$ cat src/rtl/cam_access_arbiter_pkg.sv
// cam_pkg: shared types and constants for the CAM access arbiter.
// Imported by the interface, the arbiter and its testbench.
package cam_pkg;
  localparam int NUM_SUB = 16;
  localparam logic MODE_WRITE = 1'b0;
  localparam logic MODE_SEARCH = 1'b1;
  localparam logic [NUM_SUB-1:0] SEARCH_ALL_CE = 16'hFFFF;

  typedef enum logic [1:0] {
    IDLE,
    ISSUE,
    WAIT,
    DONE
  } arb_state_t;
endpackage

$ cat src/rtl/cam_access_arbiter_if.sv
// cam_access_arbiter_if: requester and subarray-bank signals.
// slave = arbiter side, master = requesters + bank side.
interface cam_access_arbiter_if;
  import cam_pkg::*;

  logic               wr_req;
  logic [9:0]         wr_addr;
  logic [15:0]        wr_data;
  logic [3:0]         wr_sub;
  logic               wr_gnt;
  logic               wr_done;
  logic               srch_req;
  logic [15:0]        srch_key;
  logic               srch_gnt;
  logic               srch_done;
  logic [NUM_SUB-1:0] srch_match;
  logic               array_ack;
  logic [NUM_SUB-1:0] array_match;
  logic [NUM_SUB-1:0] chip_enable;
  logic [9:0]         arr_addr;
  logic [15:0]        arr_data;
  logic               arr_mode;
  logic               arr_valid;
  logic               timeout_err;

  modport slave (
    input  wr_req, wr_addr, wr_data, wr_sub,
    input  srch_req, srch_key,
    input  array_ack, array_match,
    output wr_gnt, wr_done,
    output srch_gnt, srch_done, srch_match,
    output chip_enable, arr_addr, arr_data,
    output arr_mode, arr_valid, timeout_err
  );

  modport master (
    output wr_req, wr_addr, wr_data, wr_sub,
    output srch_req, srch_key,
    output array_ack, array_match,
    input  wr_gnt, wr_done,
    input  srch_gnt, srch_done, srch_match,
    input  chip_enable, arr_addr, arr_data,
    input  arr_mode, arr_valid, timeout_err
  );
endinterface

$ cat src/rtl/cam_access_arbiter_watchdog.sv
// cam_arb_watchdog: saturating 8-bit WAIT counter.
// hit_o flags count == TIMEOUT_CYC.
module cam_arb_watchdog #(
  parameter int unsigned TIMEOUT_CYC = 15
) (
  input  logic CLK,
  input  logic rst,
  input  logic clr_i,
  input  logic en_i,
  output logic hit_o
);
  logic [7:0] cnt_q, cnt_d;

  // clear wins; otherwise count up and stick at 255
  always_comb begin
    cnt_d = cnt_q;
    if (clr_i) begin
      cnt_d = '0;
    end else if (en_i && cnt_q != 8'hFF) begin
      cnt_d = cnt_q + 8'd1;
    end
  end

  // counter register
  always_ff @(posedge CLK or negedge rst) begin
    if (!rst) cnt_q <= '0;
    else      cnt_q <= cnt_d;
  end

  assign hit_o = (cnt_q == 8'(TIMEOUT_CYC));
endmodule

$ cat src/rtl/cam_access_arbiter.sv
// cam_access_arbiter: shares the CAM subarrays between store and search.
// Define CAM_ARB_FAIR_EN for round-robin instead of store priority.
module cam_access_arbiter
  import cam_pkg::*;
#(
  parameter int unsigned TIMEOUT_CYC = 15
) (
  input logic CLK,
  input logic rst,
  cam_access_arbiter_if.slave bus
);
  arb_state_t state_q, state_d;
  logic               srch_q, srch_d;
  logic [9:0]         addr_q, addr_d;
  logic [15:0]        data_q, data_d;
  logic [3:0]         sub_q, sub_d;
  logic               abort_q, abort_d;
  logic [NUM_SUB-1:0] match_q, match_d;
  logic               wd_clr, wd_en, wd_hit;
  logic               pick_srch;
  logic               in_acc;

`ifdef CAM_ARB_FAIR_EN
  logic ptr_q, ptr_d;

  // pointer moves to the other side after every finished access
  always_comb begin
    ptr_d = ptr_q;
    if (state_q == DONE) ptr_d = ~ptr_q;
  end

  // fairness pointer register, 0 = store
  always_ff @(posedge CLK or negedge rst) begin
    if (!rst) ptr_q <= 1'b0;
    else      ptr_q <= ptr_d;
  end

  assign pick_srch = bus.srch_req && (!bus.wr_req || ptr_q);
`else
  assign pick_srch = bus.srch_req && !bus.wr_req;
`endif

  cam_arb_watchdog #(
    .TIMEOUT_CYC(TIMEOUT_CYC)
  ) u_wd (
    .CLK  (CLK),
    .rst  (rst),
    .clr_i(wd_clr),
    .en_i (wd_en),
    .hit_o(wd_hit)
  );

  // access sequencing and operand latching
  always_comb begin
    state_d = state_q;
    srch_d  = srch_q;
    addr_d  = addr_q;
    data_d  = data_q;
    sub_d   = sub_q;
    abort_d = abort_q;
    match_d = match_q;
    wd_clr  = 1'b0;
    wd_en   = 1'b0;
    unique case (state_q)
      IDLE: begin
        if (bus.wr_req || bus.srch_req) begin
          state_d = ISSUE;
          srch_d  = pick_srch;
          abort_d = 1'b0;
          if (pick_srch) begin
            addr_d = '0;
            data_d = bus.srch_key;
            sub_d  = '0;
          end else begin
            addr_d = bus.wr_addr;
            data_d = bus.wr_data;
            sub_d  = bus.wr_sub;
          end
        end
      end
      ISSUE: begin
        state_d = WAIT;
        wd_clr  = 1'b1;
      end
      WAIT: begin
        wd_en = 1'b1;
        if (bus.array_ack) begin
          state_d = DONE;
          if (srch_q) match_d = bus.array_match;
        end else if (wd_hit) begin
          state_d = DONE;
          abort_d = 1'b1;
          if (srch_q) match_d = '0;
        end
      end
      DONE: state_d = IDLE;
      default: state_d = IDLE;
    endcase
  end

  // state and datapath registers
  always_ff @(posedge CLK or negedge rst) begin
    if (!rst) begin
      state_q <= IDLE;
      srch_q  <= 1'b0;
      addr_q  <= '0;
      data_q  <= '0;
      sub_q   <= '0;
      abort_q <= 1'b0;
      match_q <= '0;
    end else begin
      state_q <= state_d;
      srch_q  <= srch_d;
      addr_q  <= addr_d;
      data_q  <= data_d;
      sub_q   <= sub_d;
      abort_q <= abort_d;
      match_q <= match_d;
    end
  end

  assign in_acc = (state_q == ISSUE) || (state_q == WAIT);

  assign bus.wr_gnt      = in_acc && !srch_q;
  assign bus.srch_gnt    = in_acc && srch_q;
  assign bus.arr_valid   = (state_q == ISSUE);
  assign bus.arr_mode    = in_acc ? (srch_q ? MODE_SEARCH : MODE_WRITE)
                                  : 1'b0;
  assign bus.arr_addr    = in_acc ? addr_q : '0;
  assign bus.arr_data    = in_acc ? data_q : '0;
  assign bus.chip_enable = !in_acc ? '0
                         : srch_q  ? SEARCH_ALL_CE
                                   : (NUM_SUB'(1) << sub_q);
  assign bus.wr_done     = (state_q == DONE) && !srch_q;
  assign bus.srch_done   = (state_q == DONE) && srch_q;
  assign bus.timeout_err = (state_q == DONE) && abort_q;
  assign bus.srch_match  = match_q;
endmodule

$ cat src/flat_wrapper.sv
// flat-port wrapper written by rule: the top's interface ports become plain ports
module cam_access_arbiter_flat import cam_pkg::*;
#(
  parameter int unsigned TIMEOUT_CYC = 15
)
  (CLK, rst, bus_wr_req, bus_wr_addr, bus_wr_data, bus_wr_sub, bus_srch_req, bus_srch_key, bus_array_ack, bus_array_match, bus_wr_gnt, bus_wr_done, bus_srch_gnt, bus_srch_done, bus_srch_match, bus_chip_enable, bus_arr_addr, bus_arr_data, bus_arr_mode, bus_arr_valid, bus_timeout_err);
  cam_access_arbiter_if bus_i ();
  input logic CLK;
  input logic rst;
  input wire logic [$bits(bus_i.wr_req)-1:0] bus_wr_req;
  input wire logic [$bits(bus_i.wr_addr)-1:0] bus_wr_addr;
  input wire logic [$bits(bus_i.wr_data)-1:0] bus_wr_data;
  input wire logic [$bits(bus_i.wr_sub)-1:0] bus_wr_sub;
  input wire logic [$bits(bus_i.srch_req)-1:0] bus_srch_req;
  input wire logic [$bits(bus_i.srch_key)-1:0] bus_srch_key;
  input wire logic [$bits(bus_i.array_ack)-1:0] bus_array_ack;
  input wire logic [$bits(bus_i.array_match)-1:0] bus_array_match;
  output wire logic [$bits(bus_i.wr_gnt)-1:0] bus_wr_gnt;
  output wire logic [$bits(bus_i.wr_done)-1:0] bus_wr_done;
  output wire logic [$bits(bus_i.srch_gnt)-1:0] bus_srch_gnt;
  output wire logic [$bits(bus_i.srch_done)-1:0] bus_srch_done;
  output wire logic [$bits(bus_i.srch_match)-1:0] bus_srch_match;
  output wire logic [$bits(bus_i.chip_enable)-1:0] bus_chip_enable;
  output wire logic [$bits(bus_i.arr_addr)-1:0] bus_arr_addr;
  output wire logic [$bits(bus_i.arr_data)-1:0] bus_arr_data;
  output wire logic [$bits(bus_i.arr_mode)-1:0] bus_arr_mode;
  output wire logic [$bits(bus_i.arr_valid)-1:0] bus_arr_valid;
  output wire logic [$bits(bus_i.timeout_err)-1:0] bus_timeout_err;
  assign bus_i.wr_req = bus_wr_req;
  assign bus_i.wr_addr = bus_wr_addr;
  assign bus_i.wr_data = bus_wr_data;
  assign bus_i.wr_sub = bus_wr_sub;
  assign bus_i.srch_req = bus_srch_req;
  assign bus_i.srch_key = bus_srch_key;
  assign bus_i.array_ack = bus_array_ack;
  assign bus_i.array_match = bus_array_match;
  assign bus_wr_gnt = bus_i.wr_gnt;
  assign bus_wr_done = bus_i.wr_done;
  assign bus_srch_gnt = bus_i.srch_gnt;
  assign bus_srch_done = bus_i.srch_done;
  assign bus_srch_match = bus_i.srch_match;
  assign bus_chip_enable = bus_i.chip_enable;
  assign bus_arr_addr = bus_i.arr_addr;
  assign bus_arr_data = bus_i.arr_data;
  assign bus_arr_mode = bus_i.arr_mode;
  assign bus_arr_valid = bus_i.arr_valid;
  assign bus_timeout_err = bus_i.timeout_err;
  cam_access_arbiter #(.TIMEOUT_CYC(TIMEOUT_CYC)) u_core (.CLK(CLK), .rst(rst), .bus(bus_i));
endmodule
$ cat config.mk
export PLATFORM = sky130hd
export DESIGN_NAME = cam_access_arbiter_flat
export DESIGN_NICKNAME = d
export VERILOG_FILES = /design/src/rtl/cam_access_arbiter_pkg.sv /design/src/rtl/cam_access_arbiter_if.sv /design/src/rtl/cam_access_arbiter_watchdog.sv /design/src/rtl/cam_access_arbiter.sv /design/src/flat_wrapper.sv
export SDC_FILE = /design/constraint.sdc
export NUM_CORES = 1
export LEC_CHECK = 0
export BUFFER_PORTS_ARGS = -buffer_cell sky130_fd_sc_hd__buf_2
export CAP_MARGIN = 20
export CORE_MARGIN = 2
export CORE_UTILIZATION = 44
export CTS_CLUSTER_SIZE = 10
export DETAILED_ROUTE_END_ITERATION = 10
export PLACE_DENSITY = 0.81
export SYNTH_ARGS = -nofsm -noshare
export SYNTH_HDL_FRONTEND = slang
export SYNTH_HIERARCHICAL = 1
export SYNTH_SLANG_ARGS = --single-unit
export TNS_END_PERCENT = 10
$ cat constraint.sdc
create_clock -name CLK -period 2.6 [get_ports CLK]
set_input_delay 0.13 -clock CLK [delete_from_list [all_inputs] [get_ports CLK]]
set_output_delay 0.13 -clock CLK [all_outputs]
set_load 0.05 [all_outputs]
### Word-level counts from Yosys, hierarchy flattened

Cells that the tools add are included.

* shift-type cells: 1
* reductions and logical operators: 19
* multiplexer cells: 25
* equal/unequal tests: 9
* add/subtract/negate cells: 1

Operators by type and width (count)
* $mux 16: 8
* $mux 10: 2
* $mux 8: 2
* $shl 1x4->16 const A: 1
* $add 8x1->8 const B: 1
* $eq 8x4->1 const B: 1
* $ne 8x8->1 const B: 1
* $pmux 2 s4: 1
* $logic_and 1x1->1: 7
* $mux 1: 7
* $mux 2: 3
* $reduce_bool 2->1: 3
* $eq 2x2->1 const B: 2
* $mux 4: 1
* $ne 2x2->1 const B: 2
* $reduce_and 2->1: 2
* $reduce_and 4->1: 1
* $ne 3x3->1 const B: 1
* $reduce_and 3->1: 1
* $eq 2x1->1 const B: 1
* $logic_not 1->1: 2
* $logic_not 2->1: 1
* $logic_or 1x1->1: 2
* $ne 2x1->1 const B: 1
* $pmux 1 s2: 1

* bits in registers: 58
* logic and storage cells: 63
* output and inout bits: 65
* bits of input ports: 67

### Longest topological paths before layout

* depth in word-level cells: 5
* mapped depth: 7
* mapped depth without buffers: 6

### Cells and area by module

Netlist, hierarchy kept.

By module, submodules not included
* cam_access_arbiter: times used 1, cells each 259, area an instance 2561.2 sq um, sequential area each 1251.2 sq um
* cam_arb_watchdog: times used 1, cells each 51, area an instance 476.7 sq um, sequential area each 200.2 sq um

### Least setup slack after synthesis

Ideal clock, no wire load.

* kind: register -> register
* from: reg u_core.u_wd.cnt_q[0]
* to: reg u_core.state_q[1]
* library setup time: 0.128 ns
* cell stages (with the launch flop): 7
* arrival time: 1.718 ns
* slack: 0.754 ns
* clock period less this slack: 1.846 ns
* path buffers: 0
* data required time: 2.472 ns
* path through: dfrtp_1 -> ha_1 -> nand4_1 -> nor4_1 -> nor2_1 -> a22oi_1 -> mux2_1

* cells in the longest elaborated chain, start to end: 3

Ends and longest elaborated chain
* start: declaration: RTL line cam_access_arbiter_watchdog.sv:12 `logic [7:0] cnt_q, cnt_d;`
* start signal: assignment: RTL line cam_access_arbiter_watchdog.sv:27 `else cnt_q <= cnt_d;`
* $eq 8x4->1: RTL line cam_access_arbiter_watchdog.sv:30 `assign hit_o = (cnt_q == 8'(TIMEOUT_CYC));`
* named net u_core.wd_hit: RTL line cam_access_arbiter.sv:19 `logic wd_clr, wd_en, wd_hit;`
* $ne 3x3->1 (no source line)
* $reduce_and 2->1 (no source line)
* end signal: assignment: RTL line cam_access_arbiter.sv:112 `state_q <= state_d;`
* end: declaration: RTL line cam_access_arbiter.sv:12 `arb_state_t state_q, state_d;`

The timed path passes the listed nets, and every way through them passes these cells.
A chain may end at the register's enable or synchronous reset.

### Worst setup path in the final report

* from: reg u_core.state_q[0]
* to: out bus_srch_gnt

* cells in the longest elaborated chain, start to end: 3
* elaborated cells between the ends (all ways): 4
* classes of those cells: 2 x eq/ne; 2 x reduce/logical

Ends and longest elaborated chain
* $eq 2x1->1 / $eq 2x2->1 (equally long branches): RTL line cam_access_arbiter.sv:122 `assign in_acc = (state_q == ISSUE) || (state_q == WAIT);`
* $logic_or 1x1->1 *: RTL line cam_access_arbiter.sv:122
* $logic_and 1x1->1 *: RTL line cam_access_arbiter.sv:125 `assign bus.srch_gnt = in_acc && srch_q;`
* end: declaration: RTL line flat_wrapper.sv:20 `output wire logic [$bits(bus_i.srch_gnt)-1:0] bus_srch_gnt;`

Mark *: on every way between the ends. The rest lies on a longest branch, timed or not.

==> out/results.ini <==
[critical_path]
cp.arrival_ns = 2.09
path_max_fanout = 35
critPathKind = flip-flop to primary output
start_kind = flip-flop
critPathRequiredTime_ns = 2.47
end_kind = primary output

[cells_and_area]
nNetsFinal = 505
fillers = 604
diodes = 0
area_growth_pct = 30.9
drive_gt1_frac = 0.358
fin_area_um2 = 3980

[die]
rows = 30
io_pins = 132
die_w_um = 87.1
start_util = 0.452
die_area_um2 = 7580
die_h_um = 87.1
core_area_um2 = 6720

[global_routing]
antenna_found_initial = 0
track_usage = 0.205
grt_pass1_vias = 2633
grt_max_degree = 36
grt_pass1_wl_mm = 12.1
gr-total-overflow = 0

[yosys]
async_flop_share = 1.00
ys_types = 37
synth_edf_count = 0
yosysWarnings = 6
synthCells = 310
yosysMostFrequentCell = dfrtp_1
synthTopCellsByCount = 58 x dfrtp_1, 46 x a22o_1, 36 x nand2_1
netlist_area_um2 = 3040
synth_top_area_frac = 0.478
ys_seq_area_frac = 0.478
synthTopCellsByArea = dfrtp_1 48%, a22o_1 13%, and2_1 6.2%
yosysTopAreaCell = dfrtp_1
synth.avg_cell_area_um2 = 9.80
synth_flop_cell = dfrtp_1
ys_ff_latch = 58
syn-num-nets = 382

[detailed_routing]
vias_per_cell = 5.29
first_pass_iters = 4
wl_mm = 7.42
drc = 0
drtIter0Drc = 151
drtAntennaViolNets = 0
wl_per_cell_um = 14.3
via_count = 2739

[timing]
max_slew_margin = 0.521
fin_skew_ns = 0.00593
slew_viol_final = 0
hold_violations = 0
layout_setup_ws_ns = 0.380
clock.fmax_mhz = 450
fin_setup_tns_ns = 0
period_needed_ns = 2.22
tightest_slew_ns = 0.719
rsz0062_at_grt = no
setup_viol = 0
finalCritPeriodShare = 0.854

[run]
maxCapViolCount = 0

[place]
dpl_cell_area_um2 = 3720
gp_congestion = 0.801
numPortBuffers = 131
dp_hpwl_mm = 5.26
pre_cts_slack_ns = 0.322

[cts]
clk_pin_slew_ns = 0.07
clk_latency_ns = 0.34
htreeDepth = 3
cts_root_buffer = clkbuf_8
cts_tree = done
clock_sinks = 58
cts_buffer_depth = 2
cts_buffers = 9

[outcome]
status = finished, final reports clean

[worst_hold_path]
min_path_type = primary input to flip-flop

-- sequential cells by signal (all words and copies together), names as in the netlist --
register / flops
u_core/u_wd/cnt_q: 8
u_core/state_q: 2
u_core/addr_q: 10
u_core/abort_q: 1
u_core/bus.srch_match: 16
u_core/sub_q: 4
u_core/data_q: 16
u_core/srch_q: 1
-- routing by layer --
metal	routed length, µm	GRT usage
met1	3240	0.257
met2	3640	0.342
met3	462	0.0502
met4	79	0.0797
met5	0	0
-- cell type report --
type                    count  area [µm²]  area share
clock inverters             6         105      0.0264
flip-flops and latches     58        1450       0.365
repair buffers            139         746       0.187
well taps                  80         100      0.0252
clock buffers              10         128      0.0321
inverters                   5        18.8     0.00472
multi-input cells         220        1430       0.359
-- per-stage QoR --
step,hold WS (ns),utilization,cells
after floorplan,-0.166,-,310
after global placement,0.189,0.550,499
after detailed placement,0.198,0.554,500
after CTS,0.00672,0.590,517
after global routing,0.0153,0.592,518
final,0.0152,0.592,518
-- worst max-delay path: stages (launching register included) --
cell,delay [ns]
dfrtp_1,0.40
inv_1,0.08
ha_1,0.45
buf_4,0.37
and2_1,0.19
buf_2,0.26
-- path summary, 6_finish.rpt --
path	cells past startpoint	slack (ns)	start	to
max in group asynchronous	3	1.58	rst	u_core/bus.srch_match[14]$_DFFE_PN0P_
worst max-delay path	5	0.38	u_core/state_q[0]$_DFFE_PN0P_	bus_srch_gnt
worst min-delay path	2	0.02	bus_wr_addr[9]	u_core/addr_q[9]$_DFFE_PN0P_
worst min register to register	2	0.48	u_core/bus.srch_match[0]$_DFFE_PN0P_	u_core/bus.srch_match[0]$_DFFE_PN0P_
worst max register to register	6	0.47	u_core/u_wd/cnt_q[0]$_DFFE_PN0P_	u_core/state_q[1]$_DFFE_PN0P_
min in group asynchronous	2	0.36	rst	u_core/abort_q$_DFFE_PN0P_
-- layout by cell type, fill, tap and decap left out, types with 2 or more instances in the layout --
cell	synthesis	layout
buf_4	1	5
nor3_1	10	10
clkbuf_8	0	9
a22o_1	46	46
mux2i_1	2	2
nand2_1	36	36
ha_1	5	5
nand4_1	2	2
clkinv_2	0	3
nand3_1	2	2
a21oi_1	5	5
o21ai_1	17	16
bufinv_16	0	3
and2_1	30	30
inv_1	5	5
a31oi_1	2	2
mux2_1	3	3
nor2b_1	6	6
buf_2	12	131
nor4_1	3	3
nand2b_1	7	7
dfrtp_1	58	58
o21a_1	16	16
nor2_1	14	14
-- cells by family (layout without fill, tap and decap cells) --
| logic type | after synthesis | in the layout | synth area share |
|---|---|---|---|
| flops | 58 | 58 | 0.478 |
| compound gates | 94 | 94 | 0.234 |
| mux | 5 | 5 | 0.0177 |
| fa+ha+maj | 5 | 5 | 0.0206 |
| simple gates | 116 | 116 | 0.196 |
| buf+inv | 32 | 160 | 0.0531 |
-- timing repair --
action | in CTS | in global routing
hold buffers | 1 | 0
endpoints found under the setup margin | 0 | 0
gates resized for setup | 0 | 0
endpoints found under the hold margin | 27 | 0
setup buffers | 0 | 0
Power is not shown: default switching activity piles up to over one toggle a cycle in this logic, so the estimate is an artifact.
